==> src/rtl/sar_sequencer.sv <==
`default_nettype none
// ============================================================================
// Module   : sar_sequencer
// Brief    : Multi-channel SAR ADC scan sequencer (clear, settle, convert,
//            capture per enabled channel). Optional macro SAR_SEQ_TIMEOUT_EN
//            adds a conversion watchdog with a sticky timeout_err flag.
// Revision : 1.0 - initial release
// ============================================================================
module sar_sequencer #(
    parameter int NCH         = 4,
    parameter int DATA_W      = 10,
    parameter int SETTLE_CYC  = 2,
    parameter int TIMEOUT_CYC = 16
) (
    input  logic                   clk,
    input  logic                   resetb,
    input  logic                   run_conversion,
    input  logic [NCH-1:0]         ch_mask,
    input  logic                   cont_mode,
    input  logic                   adc_done,
    input  logic [DATA_W-1:0]      adc_data,
    output logic                   clk_dff,
    output logic                   clk_pga,
    output logic                   adc_resetb,
    output logic                   adc_convert,
    output logic [$clog2(NCH)-1:0] ch_sel,
    output logic                   result_valid,
    output logic [DATA_W-1:0]      result_data,
    output logic [$clog2(NCH)-1:0] result_ch,
    output logic                   busy,
    output logic                   timeout_err
);

    localparam int         c_ch_w        = $clog2(NCH);
    localparam logic [7:0] c_settle_load = (SETTLE_CYC > 0) ? 8'(SETTLE_CYC - 1) : 8'd0;

    typedef enum logic [2:0] {
        IDLE       = 3'd0,
        CLEAR      = 3'd1,
        SETTLE     = 3'd2,
        CONVERTING = 3'd3,
        CAPTURE    = 3'd4
    } state_t;

    state_t              r_state;
    state_t              w_state_nxt;
    logic [NCH-1:0]      r_shadow;
    logic [NCH-1:0]      w_shadow_nxt;
    logic [c_ch_w-1:0]   r_ch_sel;
    logic [c_ch_w-1:0]   w_ch_sel_nxt;
    logic [7:0]          r_settle_cnt;
    logic [7:0]          w_settle_nxt;
    logic [DATA_W-1:0]   r_result_data;
    logic [DATA_W-1:0]   w_result_data_nxt;
    logic [c_ch_w-1:0]   r_result_ch;
    logic [c_ch_w-1:0]   w_result_ch_nxt;

    logic [c_ch_w-1:0]   w_mask_low;
    logic [c_ch_w-1:0]   w_shadow_low;
    logic                w_up_found;
    logic [c_ch_w-1:0]   w_up_idx;
    logic                w_advance;
    logic                w_tmo_hit;

    // Descending scan so the last hit is the lowest qualifying channel.
    always_comb begin
        w_mask_low   = '0;
        w_shadow_low = '0;
        w_up_found   = 1'b0;
        w_up_idx     = '0;
        for (int i = NCH - 1; i >= 0; i--) begin
            if (ch_mask[i]) begin
                w_mask_low = c_ch_w'(i);
            end
            if (r_shadow[i]) begin
                w_shadow_low = c_ch_w'(i);
            end
            if (r_shadow[i] && (i > int'(r_ch_sel))) begin
                w_up_found = 1'b1;
                w_up_idx   = c_ch_w'(i);
            end
        end
    end

    always_comb begin
        w_state_nxt       = r_state;
        w_shadow_nxt      = r_shadow;
        w_ch_sel_nxt      = r_ch_sel;
        w_settle_nxt      = r_settle_cnt;
        w_result_data_nxt = r_result_data;
        w_result_ch_nxt   = r_result_ch;
        w_advance         = 1'b0;

        case (r_state)
            IDLE: begin
                if (run_conversion && (|ch_mask)) begin
                    w_shadow_nxt = ch_mask;
                    w_ch_sel_nxt = w_mask_low;
                    w_state_nxt  = CLEAR;
                end
            end
            CLEAR: begin
                if (!run_conversion) begin
                    w_state_nxt = IDLE;
                end else if (SETTLE_CYC == 0) begin
                    w_state_nxt = CONVERTING;
                end else begin
                    w_settle_nxt = c_settle_load;
                    w_state_nxt  = SETTLE;
                end
            end
            SETTLE: begin
                if (!run_conversion) begin
                    w_state_nxt = IDLE;
                end else if (r_settle_cnt == 8'd0) begin
                    w_state_nxt = CONVERTING;
                end else begin
                    w_settle_nxt = r_settle_cnt - 8'd1;
                end
            end
            CONVERTING: begin
                // Abort wins over a simultaneous adc_done.
                if (!run_conversion) begin
                    w_state_nxt = IDLE;
                end else if (adc_done) begin
                    w_result_data_nxt = adc_data;
                    w_result_ch_nxt   = r_ch_sel;
                    w_state_nxt       = CAPTURE;
                end else if (w_tmo_hit) begin
                    w_advance = 1'b1;
                end
            end
            CAPTURE: begin
                if (!run_conversion) begin
                    w_state_nxt = IDLE;
                end else begin
                    w_advance = 1'b1;
                end
            end
            default: begin
                w_state_nxt = IDLE;
            end
        endcase

        // Step to the next enabled channel; at the end of the list either
        // re-latch the live mask and rescan, or return to idle.
        if (w_advance) begin
            if (w_up_found) begin
                w_ch_sel_nxt = w_up_idx;
                w_state_nxt  = CLEAR;
            end else if (cont_mode && (|ch_mask)) begin
                w_shadow_nxt = ch_mask;
                w_ch_sel_nxt = w_mask_low;
                w_state_nxt  = CLEAR;
            end else begin
                w_ch_sel_nxt = w_shadow_low;
                w_state_nxt  = IDLE;
            end
        end
    end

    always_ff @(posedge clk or negedge resetb) begin
        if (!resetb) begin
            r_state       <= IDLE;
            r_shadow      <= '0;
            r_ch_sel      <= '0;
            r_settle_cnt  <= '0;
            r_result_data <= '0;
            r_result_ch   <= '0;
        end else begin
            r_state       <= w_state_nxt;
            r_shadow      <= w_shadow_nxt;
            r_ch_sel      <= w_ch_sel_nxt;
            r_settle_cnt  <= w_settle_nxt;
            r_result_data <= w_result_data_nxt;
            r_result_ch   <= w_result_ch_nxt;
        end
    end

`ifdef SAR_SEQ_TIMEOUT_EN
    localparam int c_tmo_w = $clog2(TIMEOUT_CYC + 1);

    logic [c_tmo_w-1:0] r_tmo_cnt;
    logic               r_timeout_err;

    // Counts completed CONVERTING cycles; hit marks the last allowed one.
    assign w_tmo_hit = (r_tmo_cnt == c_tmo_w'(TIMEOUT_CYC - 1));

    always_ff @(posedge clk or negedge resetb) begin
        if (!resetb) begin
            r_tmo_cnt     <= '0;
            r_timeout_err <= 1'b0;
        end else begin
            if ((r_state == CONVERTING) && (w_state_nxt == CONVERTING)) begin
                r_tmo_cnt <= r_tmo_cnt + c_tmo_w'(1);
            end else begin
                r_tmo_cnt <= '0;
            end
            if ((r_state == IDLE) && (w_state_nxt == CLEAR)) begin
                r_timeout_err <= 1'b0;
            end else if ((r_state == CONVERTING) && w_tmo_hit && run_conversion && !adc_done) begin
                r_timeout_err <= 1'b1;
            end
        end
    end

    assign timeout_err = r_timeout_err;
`else
    logic w_unused_tmo_cfg;

    assign w_tmo_hit        = 1'b0;
    assign timeout_err      = 1'b0;
    assign w_unused_tmo_cfg = (TIMEOUT_CYC == 0);
`endif

    assign adc_resetb   = (r_state != CLEAR);
    assign clk_pga      = (r_state != CLEAR);
    assign adc_convert  = (r_state == CONVERTING);
    assign result_valid = (r_state == CAPTURE);
    assign busy         = (r_state != IDLE);
    assign clk_dff      = clk & adc_convert;
    assign ch_sel       = r_ch_sel;
    assign result_data  = r_result_data;
    assign result_ch    = r_result_ch;

endmodule
`default_nettype wire
==> config.mk <==
export PLATFORM = sky130hd
export DESIGN_NAME = sar_sequencer
export DESIGN_NICKNAME = d
export VERILOG_FILES = /design/src/rtl/sar_sequencer.sv
export SDC_FILE = /design/constraint.sdc
export NUM_CORES = 1
export LEC_CHECK = 0
export CORE_UTILIZATION = 60
export CTS_CLUSTER_DIAMETER = 120
export DETAILED_ROUTE_END_ITERATION = 10
export DONT_BUFFER_PORTS = 1
export PLACE_DENSITY = 0.76
export REMOVE_ABC_BUFFERS = 1
export SYNTH_ARGS = -nofsm -noshare
export SYNTH_HDL_FRONTEND = slang
export SYNTH_SLANG_ARGS = --single-unit
==> constraint.sdc <==
create_clock -name clk -period 3.3 [get_ports clk]
set_input_delay 0.165 -clock clk [delete_from_list [all_inputs] [get_ports clk]]
set_output_delay 0.165 -clock clk [all_outputs]
set_load 0.01 [all_outputs]
Word-level counts from Yosys, hierarchy flattened
Cells that the tools add are included.
- register bits: 29
- bits of input ports: 19
- output and inout port bits: 21
- word-level logic and storage cells: 80
- add/subtract/negate cells: 1
- order comparisons: 3
- equality and inequality tests: 12
- multiplexer cells: 41
- bitwise operators: 1
- reduce and logical (&&, ||, !) cells: 16
- operator list (kind ; number):
    $mux 2 ; 17
    $mux 8 ; 3
    $mux 3 ; 7
    $mux 4 ; 5
    $pmux 8 s2 ; 1
    $pmux 3 s5 ; 1
    $logic_not 8->1 ; 1
    $reduce_and 4->1 ; 2
    $sub 8x1->8 const B ; 1
    $mux 1 ; 7
    $eq 3x2->1 const B ; 2
    $ne 2x2->1 const B ; 3
    $reduce_bool 2->1 ; 3
    $logic_and 1x1->1 ; 5
    $gt 2x2->1 const A ; 2
    $ne 4x3->1 const B ; 1
    $ne 4x4->1 const B ; 1
    $reduce_or 4->1 ; 1
    $eq 3x1->1 const B ; 1
    $eq 3x3->1 const B ; 1
    $logic_not 3->1 ; 1
    $ne 3x1->1 const B ; 1
    $ne 3x2->1 const B ; 1
    $ne 3x3->1 const B ; 1
    5 further kinds ; 5

Logic depth before layout (Yosys ltp)
Gate-level depths: netlist of run 1.
- depth after elaboration: 7
- depth in mapped cells: 6
- mapped depth without buffers: 6

==> results.py, run 1 <==
metrics = {
    "routing": {
        "vias_per_cell": 6.11,
        "postRouteAntennaNets": 0,
        "drtIter0Drc": 27,
        "first_pass_iters": 4,
        "drc_errors": 0,
        "wire_per_inst_um": 15.5,
        "via_count": 1235,
        "wirelength_um": 3140,
    },
    "clocking": {
        "clock_latency_ps": 440,
        "postCtsSetupBuffers": 0,
        "cts_tree": "built",
        "clkTransAtPathRegs_ps": 100,
    },
    "logic_synthesis": {
        "async_flop_share": 1.00,
        "synth_top_area_frac": 0.456,
        "ys_warn_count": 0,
        "synth.cell_area_um2": 1590,
        "postSynthCellCount": 153,
        "synth-edff-count": 0,
        "synth_seq_cells": 29,
        "yosysTopAreaCell": "dfrtp_1",
        "syn_area_per_cell_um2": 10.4,
        "synth_cell_type_count": 45,
        "synth_flop_cell": "dfrtp_1",
        "yosysSeqAreaShare": 0.456,
        "synth_area_leaders": "dfrtp_1, mux2_1, a21oi_1",
    },
    "critical_path": {
        "crit_fanout": 2,
        "cp_slowest_cell": "and3_1",
        "worstPathBufferInverterCount": 2,
        "critical_path.endpoint": "clk_dff",
        "path_cells": "clkbuf_4 > clkbuf_4 > and3_1",
        "critical_path_required_ps": 3130,
        "arrival_ps": 2080,
        "cp_num_cells": 3,
        "r2r-start": "r_state[2]",
        "crit_type": "clock port to primary output",
        "cp_slowest_stage_delay_ps": 190,
        "startpoint_type": "clock port",
        "crit_family": "buffers and inverters",
        "critPathMostFrequentCell": "clkbuf_4",
        "ff2ff_setup_slack_ps": 1190,
        "cp-startpoint": "clk",
        "r2r-end": "result_data[5]",
        "reg2reg_depth": 4,
        "crit_path_end_kind": "primary output",
    },
    "place": {
        "placed_cells": 173,
        "place_ws_ps": 1210,
        "port_buffers": 0,
        "gp_congestion": 0.998,
        "dpl_cell_area_um2": 1570,
        "hpwl_um": 2080,
    },
    "sta": {
        "setup_viol": 0,
        "layout_setup_ws_ps": 1060,
        "worst_pin_slew_ps": 594,
        "whs_ps": 81.1,
        "slew_violations": 0,
        "fin_skew_ps": 7.98,
        "slew_headroom": 0.603,
        "rsz0062_at_grt": "false",
        "finalSetupTns_ps": 0,
        "final_hold_viol_count": 0,
    },
    "global_routing": {
        "top_usage_layer": "met2",
        "overflow": 0,
        "grt_pass1_wl_um": 4970,
        "antenna_found_initial": 0,
        "use_met2": 0.390,
        "grt_usage": 0.258,
        "grt_max_degree": 30,
        "grt_pass1_vias": 1138,
        "grt_use_met1": 0.297,
        "met3_usage": 0.129,
    },
    "finish": {
        "fin_util": 0.748,
        "nets": 192,
        "final_cells": 202,
        "final_cell_area_um2": 1870,
        "final_common_cell": "dfrtp_1",
        "antenna_cells": 0,
        "final_cell_mix": "dfrtp_1, dlygate4sd3_1, mux2_1",
        "layout-drive-gt1-share": 0.122,
        "syn_to_final_growth_pct": 17.5,
    },
    "floorplan": {
        "io_pins": 40,
        "die_y_um": 53.5,
        "initial_core_util": 0.637,
        "die_w_um": 53.5,
        "num_rows": 18,
        "core_area_um2": 2500,
        "dieArea_um2": 2860,
    },
    "pwr": {
        "fin_total_pwr_mw": 1.47,
        "leakagePower_nw": 0.827,
        "powerDensity_nw_per_um2": 787,
        "peakVddDrop_uv": 571,
    },
    "status": {
        "status": "finished, final reports clean",
    },
    "worst_hold_path": {
        "hp-class": "input pin to register",
    },
    "flow_run": {
        "drv_cap": 0,
    },
}
flip-flops by register name (all words and copies together) (netlist names):
name,flops
result_ch,2
result_data,10
r_settle_cnt,8
r_state,3
r_shadow,4
ch_sel,2
logic make-up after synthesis:
group,share of synthesized area
buffers and inverters,0.0550
adders and majority gates,0.0157
muxes,0.119
DFF,0.456
AOI/OAI and AO/OA,0.159
and+or+nand+nor,0.171
xor gates and xnor gates,0.0220
other,0.00236
where the power goes:
| part | internal [mW] | switching [mW] |
|---|---|---|
| registers | 0.502 | 0.189 |
| logic | 0.191 | 0.221 |
| clock network | 0.221 | 0.146 |
per-layer routing:
| metal | vias to the layer above | wire length, um |
|---|---|---|
| li1 | 584 | - |
| met1 | 600 | 1310 |
| met2 | 43 | 1570 |
| met3 | 8 | 213 |
| met4 | 0 | 44 |
| met5 | - | 0 |
synthesized netlist by cell type (all sizes together) (3+ instances only):
| library cell | number |
|---|---|
| nand2b | 5 |
| buf | 7 |
| dfrtp | 29 |
| o21ai | 10 |
| clkbuf | 3 |
| inv | 7 |
| mux2 | 15 |
| nor2 | 11 |
| a21oi | 9 |
| xor2 | 4 |
| nand4 | 4 |
| o211ai | 4 |
| nand2 | 4 |
| nor2b | 3 |
| and3 | 3 |
| or3 | 4 |
| nand3 | 3 |
worst min-delay path by stage:
stage	slack [ps]	from	endpoint	cells past startpoint
2_1_floorplan	-130	resetb	ch_sel[0]	0
3_3_place_gp	-130	resetb	r_settle_cnt[3]	0
3_5_place_dp	-130	resetb	result_data[1]	0
4_1_cts	70	ch_mask[2]	ch_sel[1]	3
5_1_grt	100	ch_mask[2]	ch_sel[1]	3
6_report	80	ch_mask[2]	ch_sel[1]	3
worst register-to-register path, delay by kind of cell (launching register included):
kind | cells | cell delay, ps
mux | 1 | 390
simple gates | 3 | 1070
flops | 1 | 540
final cells by class:
| type | count | area (um^2) |
|---|---|---|
| Clock buffer | 9 | 73.8 |
| Clock inverter | 2 | 37.5 |
| Fill cell | 177 | 631 |
| Inverter | 7 | 26.3 |
| Multi-Input combinational cell | 107 | 778 |
| Sequential cell | 29 | 726 |
| Tap cell | 30 | 37.5 |
| Timing Repair Buffer | 18 | 190 |
repair_timing:
item | in CTS | in global routing
resized for setup | 0 | 0
hold buffers | 18 | 0
hold endpoints to repair | 45 | 0
Power figures use the tool's default switching activity.
==> inputs of run 2 (changes only) <==
ABC_AREA = 1   (was not set)
CORE_UTILIZATION = 56   (was 60)
PLACE_DENSITY = 0.74   (was 0.76)
clock period = 1.83 ns   (was 3.3 ns; I/O delays follow)
==> run 2 against run 1 <==
Utilization down 5.4 points. Non-clock buffer count unchanged. Highest routed layer unchanged. Synthesized area up 1.9%. Register-to-register slack worse by 1000 ps. Cell area up 2.3%. Die area up 8.8%. Critical path depth up 3. Global-route usage up 1.6 points. Synthesized cell count up 44%. Wire length up 16%. Via count up 20%.
==> results.py, run 2 <==
metrics = {
    "status": {
        "status": "finished, final reports clean",
    },
    "clocking": {
        "clkTransAtPathRegs_ps": 100,
        "clock_latency_ps": 440,
        "cts_tree": "built",
    },
    "critical_path": {
        "cp_slowest_stage_delay_ps": 430,
        "startpoint_type": "register",
        "arrival_ps": 2040,
        "r2r-end": "result_data[0]",
        "crit_type": "register to register",
        "worstPathBufferInverterCount": 2,
        "r2r-start": "r_state[1]",
        "critical_path_required_ps": 2210,
        "reg2reg_depth": 6,
        "crit_path_end_kind": "register",
        "crit_fanout": 14,
        "cp_slowest_cell": "dfrtp_1",
        "ff2ff_setup_slack_ps": 170,
        "crit_family": "simple AND/OR/NAND/NOR gates",
        "path_cells": "inv_2 > nor3_4 > nand3_2 > inv_2 > nand2_1 > nand2_1",
    },
    "sta": {
        "fin_crit_ps": 1660,
        "fin_crit_sh": 0.906,
        "slew_violations": 0,
        "fin_skew_ps": 15.1,
        "finalSetupTns_ps": 0,
        "rsz0062_at_grt": "false",
        "layout_setup_ws_ps": 172,
        "final_hold_viol_count": 0,
        "whs_ps": 20.9,
        "setup_viol": 0,
        "fmax_mhz": 603,
    },
    "pwr": {
        "leakagePower_nw": 1.02,
        "peakVddDrop_uv": 947,
        "powerDensity_nw_per_um2": 1600,
    },
    "routing": {
        "top_layer_used": "met4",
        "wire_per_inst_um": 13.2,
        "wirelength_um": 3650,
        "drtIter0Drc": 69,
        "postRouteAntennaNets": 0,
        "wl_met1_um": 1580,
        "first_pass_iters": 4,
        "met2_length_um": 1810,
        "drc_errors": 0,
        "vias_per_cell": 5.36,
        "wl_met3_um": 211,
        "via_count": 1478,
    },
    "logic_synthesis": {
        "synth_area_leaders": "dfrtp_1, nand2_1, inv_1",
        "synth-edff-count": 0,
        "synth_commonest_cells": "nand2_1, dfrtp_1, inv_1, nor2_1",
        "yosysTopAreaCell": "dfrtp_1",
        "synth_flop_cell": "dfrtp_1",
        "synth.most_common_cell": "nand2_1",
        "synth.cell_area_um2": 1620,
        "synth_top_area_frac": 0.448,
        "postSynthCellCount": 220,
        "ys_warn_count": 0,
        "synth_seq_cells": 29,
        "syn_area_per_cell_um2": 7.37,
        "yosysSeqAreaShare": 0.448,
        "async_flop_share": 1.00,
        "synth_cell_type_count": 27,
    },
    "finish": {
        "final_common_cell": "nand2_1",
        "antenna_cells": 0,
        "final_cell_mix": "nand2_1, dfrtp_1, inv_1",
        "layout-drive-gt1-share": 0.122,
        "largest_reg_flops": 10,
        "syn_to_final_growth_pct": 18.0,
        "nets": 265,
    },
    "place": {
        "hpwl_um": 2330,
        "place_ws_ps": 190,
        "gp_congestion": 0.820,
        "port_buffers": 0,
    },
    "floorplan": {
        "die_y_um": 55.8,
        "initial_core_util": 0.588,
        "io_pins": 40,
        "core_area_um2": 2760,
        "die_w_um": 55.8,
        "num_rows": 19,
        "dieArea_um2": 3110,
    },
    "global_routing": {
        "grt_pass1_vias": 1454,
        "grt_usage": 0.273,
        "antenna_found_initial": 0,
        "grt_max_degree": 30,
        "overflow": 0,
        "grt_pass1_wl_um": 6290,
    },
    "worst_hold_path": {
        "min_to": "result_data[1]",
        "hold_depth": 3,
        "hold_path.startpoint": "adc_done",
        "hp-class": "input pin to register",
    },
    "flow_run": {
        "drv_cap": 0,
    },
}
## run 2: cells by family after synthesis
| family | share of synthesized area |
|---|---|
| compound gates | 0.0633 |
| xor+xnor | 0.0216 |
| fa+ha+maj | 0.0154 |
| buf+inv | 0.0864 |
| flops | 0.448 |
| other cells | 0.00231 |
| simple gates | 0.363 |
## run 2: cell type report
cell class	count	area (um^2)
clock buffer	10	87.6
sequential	29	727
inverter	29	109
clock inverter	1	5.00
tap	31	38.8
fill	209	845
timing repair buffer	18	190
multi-input combinational	158	756
## run 2: how the worst max path moves through the flow
stage | startpoint | cells past startpoint | endpoint
after floorplan | r_state[2] | 5 | result_ch[0]
after global placement | r_state[2] | 5 | result_ch[0]
after detailed placement | r_state[2] | 5 | result_data[0]
after CTS | r_state[2] | 6 | r_state[1]
after global routing | r_state[1] | 6 | result_data[4]
final | r_state[1] | 6 | result_data[0]
## run 2: per-layer routing
layer  track usage  vias to the layer above
met5             0                        -
met4         0.167                        0
met3         0.116                        7
met2         0.425                       47
met1         0.312                      693
li1              -                      731
## run 2: metrics by stage
step / power (mW) / utilization / cell area [um^2] / std cells
after global placement: 2.40 / 0.591 / 1630 / 247
final: 3.06 / 0.694 / 1910 / 276
after CTS: 3.05 / 0.693 / 1910 / 276
after detailed placement: 2.45 / 0.591 / 1630 / 247
after global routing: 3.33 / 0.694 / 1910 / 276
after floorplan: 2.19 / - / 1590 / 216
## run 2: tightest hold or removal path, cell delays in order
cell	delay [ps]
nand3_2	210
nand2_1	80
nand2_1	50
## run 2: power by group
group | internal, mW | total, mW | switching, mW
Combinational | 0.470 | 1.30 | 0.829
Clock | 0.296 | 0.555 | 0.258
Sequential | 0.911 | 1.21 | 0.297
Total | 1.68 | 3.06 | 1.38
## run 2: what timing repair did
action | CTS | global route
resized for setup | 0 | 1
endpoints found under the hold margin | 47 | 1
setup buffers | 0 | 0
endpoints found under the setup margin | 0 | 2
hold buffers | 18 | 1
